## src/rtl/hazard_scoreboard_unit.sv

```systemverilog
// hazard_scoreboard_unit
// ID-stage hazard unit built around a per-register countdown scoreboard.
// Each architectural register (except r0) holds the number of bubbles still
// owed to a consumer of its pending result, plus a flag marking the producer
// as a load. RAW hazards stall PC/IF_ID and zero the ID controls. Taken
// jumps/branches resolved in ID squash FLUSH_SLOTS fetched instructions.
//
// Ports:
//   Clk, Reset_n             clock (rising edge), async active-low reset
//   ID_Rs/ID_Rt, ID_UsesRs/Rt  source registers of the ID instruction and read flags
//   ID_Rd, ID_RegWrite       destination and write flag of the ID instruction
//   ID_IsLoad                ID instruction is a load
//   ID_IsCtrl                ID instruction consumes registers in ID (branch, jr)
//   ID_Jump/JumpReg/BranchTaken  taken control transfer in ID
//   PCWrite, IF_ID_Write     PC / IF_ID write enables
//   ControlEn                1 = pass ID controls, 0 = bubble
//   IF_ID_Flush              clear IF_ID at next edge
//   StallCycles              saturating count of hazard-stall cycles
module hazard_scoreboard_unit #(
    parameter int unsigned AW               = 5,
    parameter int unsigned RESULT_LAT       = 2,
    parameter int unsigned FWD_EN           = 1,
    parameter int unsigned LOAD_USE_BUBBLES = 1,
    parameter int unsigned FLUSH_SLOTS      = 1,
    parameter int unsigned CNT_W            = 32
) (
    input  logic             Clk,
    input  logic             Reset_n,
    input  logic [AW-1:0]    ID_Rs,
    input  logic [AW-1:0]    ID_Rt,
    input  logic             ID_UsesRs,
    input  logic             ID_UsesRt,
    input  logic [AW-1:0]    ID_Rd,
    input  logic             ID_RegWrite,
    input  logic             ID_IsLoad,
    input  logic             ID_IsCtrl,
    input  logic             ID_Jump,
    input  logic             ID_JumpReg,
    input  logic             ID_BranchTaken,
    output logic             PCWrite,
    output logic             IF_ID_Write,
    output logic             ControlEn,
    output logic             IF_ID_Flush,
    output logic [CNT_W-1:0] StallCycles
);

    localparam int unsigned NumRegs = 2 ** AW;
    localparam int unsigned CW      = (RESULT_LAT > 0) ? $clog2(RESULT_LAT + 1) : 1;
    localparam int unsigned FW      = (FLUSH_SLOTS > 1) ? $clog2(FLUSH_SLOTS) : 1;

    localparam logic [CW-1:0] LatVal    = CW'(RESULT_LAT);
    // A load result is forwardable once its countdown has fallen to this value.
    localparam logic [CW-1:0] LdThresh  = CW'(RESULT_LAT - LOAD_USE_BUBBLES);
    localparam logic [FW-1:0] FlushInit = FW'(FLUSH_SLOTS - 1);
    localparam logic          FwdOn     = (FWD_EN != 0);
    localparam logic          MultiSlot = (FLUSH_SLOTS > 1);

    typedef enum logic [0:0] {StRun, StFlush} state_e;

    logic [CW-1:0]      r_cnt [NumRegs];
    logic [NumRegs-1:0] r_ld;
    state_e             r_state;
    logic [FW-1:0]      r_flush_cnt;
    logic [CNT_W-1:0]   r_stall_cnt;

    logic [CW-1:0] w_cnt_rs;
    logic [CW-1:0] w_cnt_rt;
    logic          w_busy_rs;
    logic          w_busy_rt;
    logic          w_hazard;
    logic          w_taken;
    logic          w_issue;

    // Hazard check always sees the pre-edge scoreboard, so an instruction that
    // reads and writes the same register waits on the older producer.
    always_comb begin
        w_cnt_rs  = r_cnt[ID_Rs];
        w_cnt_rt  = r_cnt[ID_Rt];
        w_busy_rs = ID_UsesRs && (ID_Rs != '0) && (w_cnt_rs != '0) &&
                    (ID_IsCtrl || !FwdOn || (r_ld[ID_Rs] && (w_cnt_rs > LdThresh)));
        w_busy_rt = ID_UsesRt && (ID_Rt != '0) && (w_cnt_rt != '0) &&
                    (ID_IsCtrl || !FwdOn || (r_ld[ID_Rt] && (w_cnt_rt > LdThresh)));
        w_hazard  = w_busy_rs | w_busy_rt;
        w_taken   = ID_Jump | ID_JumpReg | ID_BranchTaken;
    end

    always_comb begin
        PCWrite     = 1'b0;
        IF_ID_Write = 1'b0;
        ControlEn   = 1'b0;
        IF_ID_Flush = 1'b0;
        if (Reset_n) begin
            unique case (r_state)
                StFlush: begin
                    // Squash slot: keep fetching, but the ID content is dead.
                    PCWrite     = 1'b1;
                    IF_ID_Write = 1'b1;
                    IF_ID_Flush = 1'b1;
                end
                default: begin
                    if (w_hazard) begin
                        // Hold everything; jr/branch wait here for operands.
                    end else if (w_taken) begin
                        PCWrite     = 1'b1;
                        ControlEn   = 1'b1;
                        IF_ID_Flush = 1'b1;
                    end else begin
                        PCWrite     = 1'b1;
                        IF_ID_Write = 1'b1;
                        ControlEn   = 1'b1;
                    end
                end
            endcase
        end
    end

    assign w_issue     = ControlEn && ID_RegWrite && (ID_Rd != '0);
    assign StallCycles = r_stall_cnt;

    always_ff @(posedge Clk or negedge Reset_n) begin
        if (!Reset_n) begin
            for (int i = 0; i < NumRegs; i++) begin
                r_cnt[i] <= '0;
            end
            r_ld        <= '0;
            r_state     <= StRun;
            r_flush_cnt <= '0;
            r_stall_cnt <= '0;
        end else begin
            // Scoreboard: newest producer overwrites any older entry (WAW).
            for (int i = 1; i < NumRegs; i++) begin
                if (w_issue && (ID_Rd == AW'(i))) begin
                    r_cnt[i] <= LatVal;
                    r_ld[i]  <= ID_IsLoad;
                end else if (r_cnt[i] != '0) begin
                    r_cnt[i] <= r_cnt[i] - CW'(1);
                end
            end

            unique case (r_state)
                StFlush: begin
                    if (r_flush_cnt == FW'(1)) begin
                        r_state <= StRun;
                    end
                    r_flush_cnt <= r_flush_cnt - FW'(1);
                end
                default: begin
                    if (w_hazard) begin
                        if (r_stall_cnt != '1) begin
                            r_stall_cnt <= r_stall_cnt + CNT_W'(1);
                        end
                    end else if (w_taken && MultiSlot) begin
                        r_state     <= StFlush;
                        r_flush_cnt <= FlushInit;
                    end
                end
            endcase
        end
    end

endmodule

```

## config.mk

```make
export PLATFORM = sky130hd
export DESIGN_NAME = hazard_scoreboard_unit
export DESIGN_NICKNAME = d
export VERILOG_FILES = /design/src/rtl/hazard_scoreboard_unit.sv
export SDC_FILE = /design/constraint.sdc
export NUM_CORES = 1
export LEC_CHECK = 0
export CORE_ASPECT_RATIO = 0.75
export CORE_UTILIZATION = 40
export CTS_CLUSTER_SIZE = 25
export DETAILED_ROUTE_END_ITERATION = 8
export PLACE_DENSITY = 0.67
export SLEW_MARGIN = 0
export SYNTH_ARGS = -nofsm -noshare
export SYNTH_HDL_FRONTEND = slang
export SYNTH_SLANG_ARGS = --single-unit
```

## constraint.sdc

```tcl
create_clock -name Clk -period 2.5 [get_ports Clk]
set_input_delay 0.25 -clock Clk [delete_from_list [all_inputs] [get_ports Clk]]
set_output_delay 0.25 -clock Clk [all_outputs]
set_load 0.01 [all_outputs]
```

* Word level (Yosys, flattened, before mapping)
Cells that the tools add are included.
** Storage, ports and cells
- Flip-flop bits (word level) :: 127
- Input bits :: 25
- Output and inout bits :: 36
- Word-level logic and storage cells :: 340
** Cells by class
- Add/subtract/negate cells :: 33
- $lt $le $gt $ge :: 6
- Eq/ne operators :: 32
- Multiplexer cells :: 87
- Bitwise operators :: 6
- Reduce and logical (&&, ||, !) cells :: 111
** Operator list (count)
- 2-bit 2-to-1 mux :: 66
- 2-bit nonzero test :: 64
- 5-bit equality test, second input constant :: 16
- 2-bit by 1-bit subtractor with 2-bit output, second input constant :: 31
- 1-bit logical AND :: 41
- 5-bit by 4-bit equality test with 1-bit output, second input constant :: 8
- 32-bit by 1-bit adder with 32-bit output, second input constant :: 1
- 32-bit inequality test, second input constant :: 1
- 2-bit binary-select mux with 5-bit select :: 2
- 5-bit by 3-bit equality test with 1-bit output, second input constant :: 4
- 1-bit 2-to-1 mux :: 17
- 5-bit nonzero test :: 3
- 6-bit >= comparator, second input constant :: 2
- 5-bit by 6-bit < comparator with 1-bit output, second input constant :: 2
- 5-bit NOT with 6-bit output :: 2
- 1-bit binary-select mux with 5-bit select :: 2
- 5-bit by 2-bit equality test with 1-bit output, second input constant :: 2
- 5-bit by 1-bit equality test with 1-bit output, second input constant :: 1
- 2-bit by 1-bit > comparator with 1-bit output, second input constant :: 2
- 1-bit bitwise OR :: 3
- 3-bit AND reduction :: 1
- 1-bit logical OR :: 2
- 1-bit NOT :: 1
- 1-bit subtractor, second input constant :: 1

* Logic depth before layout (Yosys ltp)
- Depth after elaboration :: 16
- Mapped depth :: 13
- Depth with buffers taken out :: 9

* Least setup slack after synthesis
Ideal clock, no wire load.
- Kind :: input port to flip-flop
- Start :: input port ID_Rs[0]
- End :: register r_cnt[19] in the netlist's numbering
- Library setup time :: 126 ps
- Arrival time :: 2467 ps
- Data required time :: 2374 ps
- Path slack :: -94 ps
- Stages :: 10
- Path buffers :: 3
- Cells stage by stage :: buf_2 -> buf_2 -> mux4_2 -> o2111ai_1 -> o211ai_1 -> a21oi_2 -> nor2_4 -> and4_1 -> buf_2 -> a221o_1
** Between the ends
- Cells in the longest elaborated chain, start to end :: 16
- Elaborated cells on any way between the ends :: 23
- Those cells by class :: order compare: 1; mux: 9; bitwise: 2; reduce/logical: 11
** RTL lines
- start, declared :: RTL line 29 : input logic [AW-1:0] ID_Rs,
- 5-bit NOT with 6-bit output (not written as such) :: RTL line 77 : w_cnt_rs = r_cnt[ID_Rs];
- 2-bit binary-select mux with 5-bit select :: RTL line 77
- 2-bit 2-to-1 mux (not written as such) (2 in a row) :: RTL line 77
- 2-bit by 1-bit > comparator with 1-bit output :: RTL line 80 : (ID_IsCtrl || !FwdOn || (r_ld[ID_Rs] && (w_cnt_rs > LdThresh)));
- 1-bit logical AND :: RTL line 80
- 1-bit logical OR :: RTL line 80
- 1-bit logical AND (*) :: RTL line 79 : w_busy_rs = ID_UsesRs && (ID_Rs != '0) && (w_cnt_rs != '0) &&
- 1-bit bitwise OR (*) :: RTL line 83 : w_hazard = w_busy_rs | w_busy_rt;
- 1-bit 2-to-1 mux (*) :: RTL line 101 : if (w_hazard) begin
- 1-bit 2-to-1 mux (*) :: RTL line 93 : unique case (r_state)
- 1-bit 2-to-1 mux (*) :: RTL line 92 : if (Reset_n) begin
- 1-bit logical AND (*) (2 in a row) :: RTL line 117 : assign w_issue = ControlEn && ID_RegWrite && (ID_Rd != '0);
- 1-bit logical AND (*) :: RTL line 132 : if (w_issue && (ID_Rd == AW'(i))) begin
- 2-bit 2-to-1 mux or 2-bit nonzero test (tied branches)
- end signal, assigned by index :: RTL line 133 : r_cnt[i] <= LatVal;
- end signal, assigned by index :: RTL line 136 : r_cnt[i] <= r_cnt[i] - CW'(1);
- end, declared :: RTL line 60 : logic [CW-1:0] r_cnt [NumRegs];
Every way passes the cells marked *; elsewhere a longest branch is shown, timed or not. The select of a mux whose other input is x is not followed.
A chain may end at the register's enable or synchronous reset.

* Final worst setup path
- Start :: register r_cnt[32] in the netlist's numbering
- End :: register r_ld[28]
** Between the ends
- Cells in the longest elaborated chain, start to end :: 14
- Elaborated cells on any way between the ends :: 25
- Those cells by class :: order compare: 2; mux: 9; bitwise: 1; reduce/logical: 13
** RTL lines
- 2-bit binary-select mux with 5-bit select (on tied branches) :: RTL line 77, 78
- 2-bit 2-to-1 mux (on tied branches) (2 in a row) :: RTL line 77, 78
- 2-bit by 1-bit > comparator with 1-bit output (on tied branches) :: RTL line 80, 82
- 1-bit logical AND (on tied branches) :: RTL line 80, 82
- 1-bit logical OR (on tied branches) :: RTL line 80, 82
- 1-bit logical AND (on tied branches) :: RTL line 79, 81
- 1-bit bitwise OR (*) :: RTL line 83
- 1-bit 2-to-1 mux (*) :: RTL line 101
- 1-bit 2-to-1 mux (*) :: RTL line 93
- 1-bit 2-to-1 mux (*) :: RTL line 92
- 1-bit logical AND (*) (2 in a row) :: RTL line 117
- 1-bit logical AND (*) :: RTL line 132
- end signal, assigned by index :: RTL line 134 : r_ld[i] <= ID_IsLoad;
- end, declared :: RTL line 61 : logic [NumRegs-1:0] r_ld;
Marks and branches as above.

==> out/qor.txt <==
status -> complete, but fails checks
failing checks -> hold timing, setup timing
# DRC -> 0
area delta synth->final -> 41.58%
CP startpoint kind -> flop
number of DRC markers in iteration 0 -> 609
DIE WIDTH -> 165.8 um
switching power -> 4138 uW
leading post-synthesis cells by cell area -> dfrtp_1, mux4_2, xor2_1
wirelength, routed -> 25480 um
Tightest Pin Transition -> 0.9451 ns
most frequent cells in the layout -> buf_4, dfrtp_1, inv_1
DR pass1 iterations -> 5
CP peak stage delay -> 0.51 ns
fill count -> 1529
CP bufs+invs -> 3
EDFF count, synth -> 0
Top delay family on crit path -> multiplexers
post-route minimum period -> 3.133 ns
CP dominant cell by count -> mux4_2
reg-to-reg endpoint -> r_ld[28]$_DFFE_PN0P_
GRT Util Overall -> 25.65%
final period utilization -> 125.3%
Post-Layout Inst Area -> 11400 um2
Worst-path clk slew -> 0.06 ns
# port buffers -> 60
clk sinks -> 127
combinational power share -> 49.8%
Fmax achieved -> 319.2 MHz
# IOs -> 61
stages on the worst setup path -> 10
power consumption -> 11640 uW
WHS -> -0.01153 ns
asr flop ratio synth -> 100.0%
Hold Crit Class -> primary input to async pin
Core Footprint -> 19540 um2
CTS max path bufs -> 2
LEAKAGE -> 0.005566 uW
vias per inst -> 5.624
TritonCTS clock tree -> done
register bit total from synthesis -> 127
CP Cell Sequence -> mux4_2, mux4_2, o211ai_1, a21oi_4, nor2_4, buf_6, buf_4, bufbuf_16, nand4_1, mux2_4
CP arrival -> 3.45 ns
cell accounting for the most synthesized area -> dfrtp_1
Worst Path Required -> 2.82 ns
Final nets -> 1056
worst r2r path cells -> 10
detail-routed net length per standard cell -> 20.16 um
sequential fraction of the synthesis area -> 39.48%
Final Hold Viols -> 7
Antenna Nets Post-Route -> 0
largest net degree at the start of global routing -> 71
Post-Place Cells -> 1196
reg2reg start -> r_cnt[32]$_DFFE_PN0P_
DIE AREA -> 20700 um2
RSZ-0062 raised after global routing -> true
Clk network pwr share -> 20.8%
TNS Setup -> -58.65 ns
Worst slew margin -> 36.32%
Sequential Power Share -> 29.4%
Crit Path Category -> flop to flop
initial antenna violation count -> 0
chip height -> 124.9 um
share of the synthesized area in the top cell type -> 39.48%
Worst IR Drop VDD -> 449.9 uV
area of the multi-input gates -> 4601 um2
via count -> 7109
global-route wire length before repair -> 40280 um
setup slack, reg-to-reg -> -0.63 ns
Mapped Area -> 8050 um2
dpl cell area -> 10090 um2
final setup vio count -> 129
share of layout cells above drive strength 1 -> 36.24%
HPWL Detailed -> 17210 um
Setup WS post-layout -> -0.6326 ns
syn avg cell area -> 10.56 um2
clk_lat worst skew -> 0.43 ns
pre-CTS setup slack -> -1.066 ns
YS warnings -> 3
Layout Skew -> 0.009876 ns
H-tree Lvls -> 4
routability cong. -> 0.9580
total of max-cap violations -> 0
Most used DFF post-synth -> dfrtp_1
num rows -> 44
register area -> 3178 um2
root buf cell -> clkbuf_16
syn_nets -> 819
critical-path cell with the highest stage delay -> mux4_2
Power Density -> 1021 nW/um2
max-slew violations -> 0
initial core utilization -> 41.19%
Mapped Cells -> 762
Netlist cell types -> 64
switching share of power -> 35.55%
vias in the first global route -> 7005
commonest non-fill, non-tap cell in the layout -> buf_4
CP Capture Type -> flop
TritonCTS Buffers -> 17
Pint -> 7500 uW
non-filler cells, final -> 1264
biggest fanout along the worst timing path -> 5
Overflow after GRT -> 0
-- worst reg2reg max path, stage by stage (launching register included) --
cell and delay (ns):
dfrtp_1 0.41, mux4_2 0.48, mux4_2 0.51, o211ai_1 0.29, a21oi_4 0.13, nor2_4 0.16, buf_6 0.13, buf_4 0.13
bufbuf_16 0.26, nand4_1 0.16, mux2_4 0.36
-- timing repair --
action                                  4_1_cts  5_1_grt
endpoints found under the setup margin      129      129
setup buffers                                35       11
pin swaps                                    16        8
gates cloned                                  6        1
hold buffers                                  0        0
resized for setup                            83       32
-- worst max path at each step --
| stage | startpoint | endpoint | slack [ns] |
|---|---|---|---|
| after global routing | r_cnt[32]$_DFFE_PN0P_ | PCWrite | -0.70 |
| after floorplan | r_cnt[32]$_DFFE_PN0P_ | r_ld[6]$_DFFE_PN0P_ | -0.02 |
| after global placement | ID_Rs[0] | PCWrite | -1.04 |
| after CTS | r_cnt[32]$_DFFE_PN0P_ | IF_ID_Flush | -0.55 |
| final | r_cnt[32]$_DFFE_PN0P_ | r_ld[28]$_DFFE_PN0P_ | -0.63 |
| after detailed placement | ID_Rs[0] | PCWrite | -1.07 |
-- per-stage QoR --
| step | hold slack, ns | util [%] |
|---|---|---|
| floorplan | -0.04559 | - |
| global route | 0.06563 | 58.30 |
| CTS | 0.03088 | 57.65 |
| global placement | 0.4271 | 51.65 |
| finish | -0.01153 | 58.32 |
| detailed placement | 0.4361 | 51.65 |
-- per-layer routing --
layer | GRT usage (%) | share of wire [%] | vias to the layer above
met4 | 10.83 | 2.4 | 0
met1 | 35.76 | 44 | 3533
li1 | - | - | 3202
met3 | 5.910 | 8.3 | 46
met2 | 38.21 | 45 | 328
met5 | 0 | 0 | -
-- power by group through the flow --
stage               clock (uW)  combinational [uW]  sequential [uW]
finish                    2420                5790             3430
global route              2530                6380             3480
CTS                       2440                5560             3390
detailed placement           0                4930             3420
global placement             0                4750             3420
floorplan                    0                3000             3270
-- kinds of logic after synthesis --
family                   Yosys count  synth area share, %
buffers and inverters            122                6.808
multiplexers                     103                19.52
AO/OA/AOI/OAI                    102                8.409
flip-flops                       127                39.48
adder cells (fa/ha/maj)           32                4.974
XOR/XNOR                          63                6.854
AND/OR/NAND/NOR                  213                13.96
-- cells in the mapped netlist, drive strengths merged, types with 22 or more instances --
| master | count |
|---|---|
| dfrtp | 127 |
| a21oi | 44 |
| xor2 | 60 |
| nand2 | 53 |
| ha | 32 |
| buf | 31 |
| inv | 73 |
| mux2 | 42 |
| nor2 | 40 |
| mux2i | 22 |
| mux4 | 39 |
| nand4 | 27 |
-- flip-flops by register name, summed over array words and instances, names as in the netlist --
| signal | cells |
|---|---|
| r_state | 1 |
| r_ld | 31 |
| r_cnt | 62 |
| StallCycles | 32 |
| r_flush_cnt | 1 |
-- layout make-up --
cell class,instances,share of cell area [%]
Antenna cell,1,0.02196
Clock buffer,23,4.106
Clock inverter,7,0.7685
Inverter,73,2.404
Multi-Input combinational cell,513,40.37
Sequential cell,127,27.88
Tap cell,253,2.777
Timing Repair Buffer,267,21.67
(Power assumes the default switching activity.)
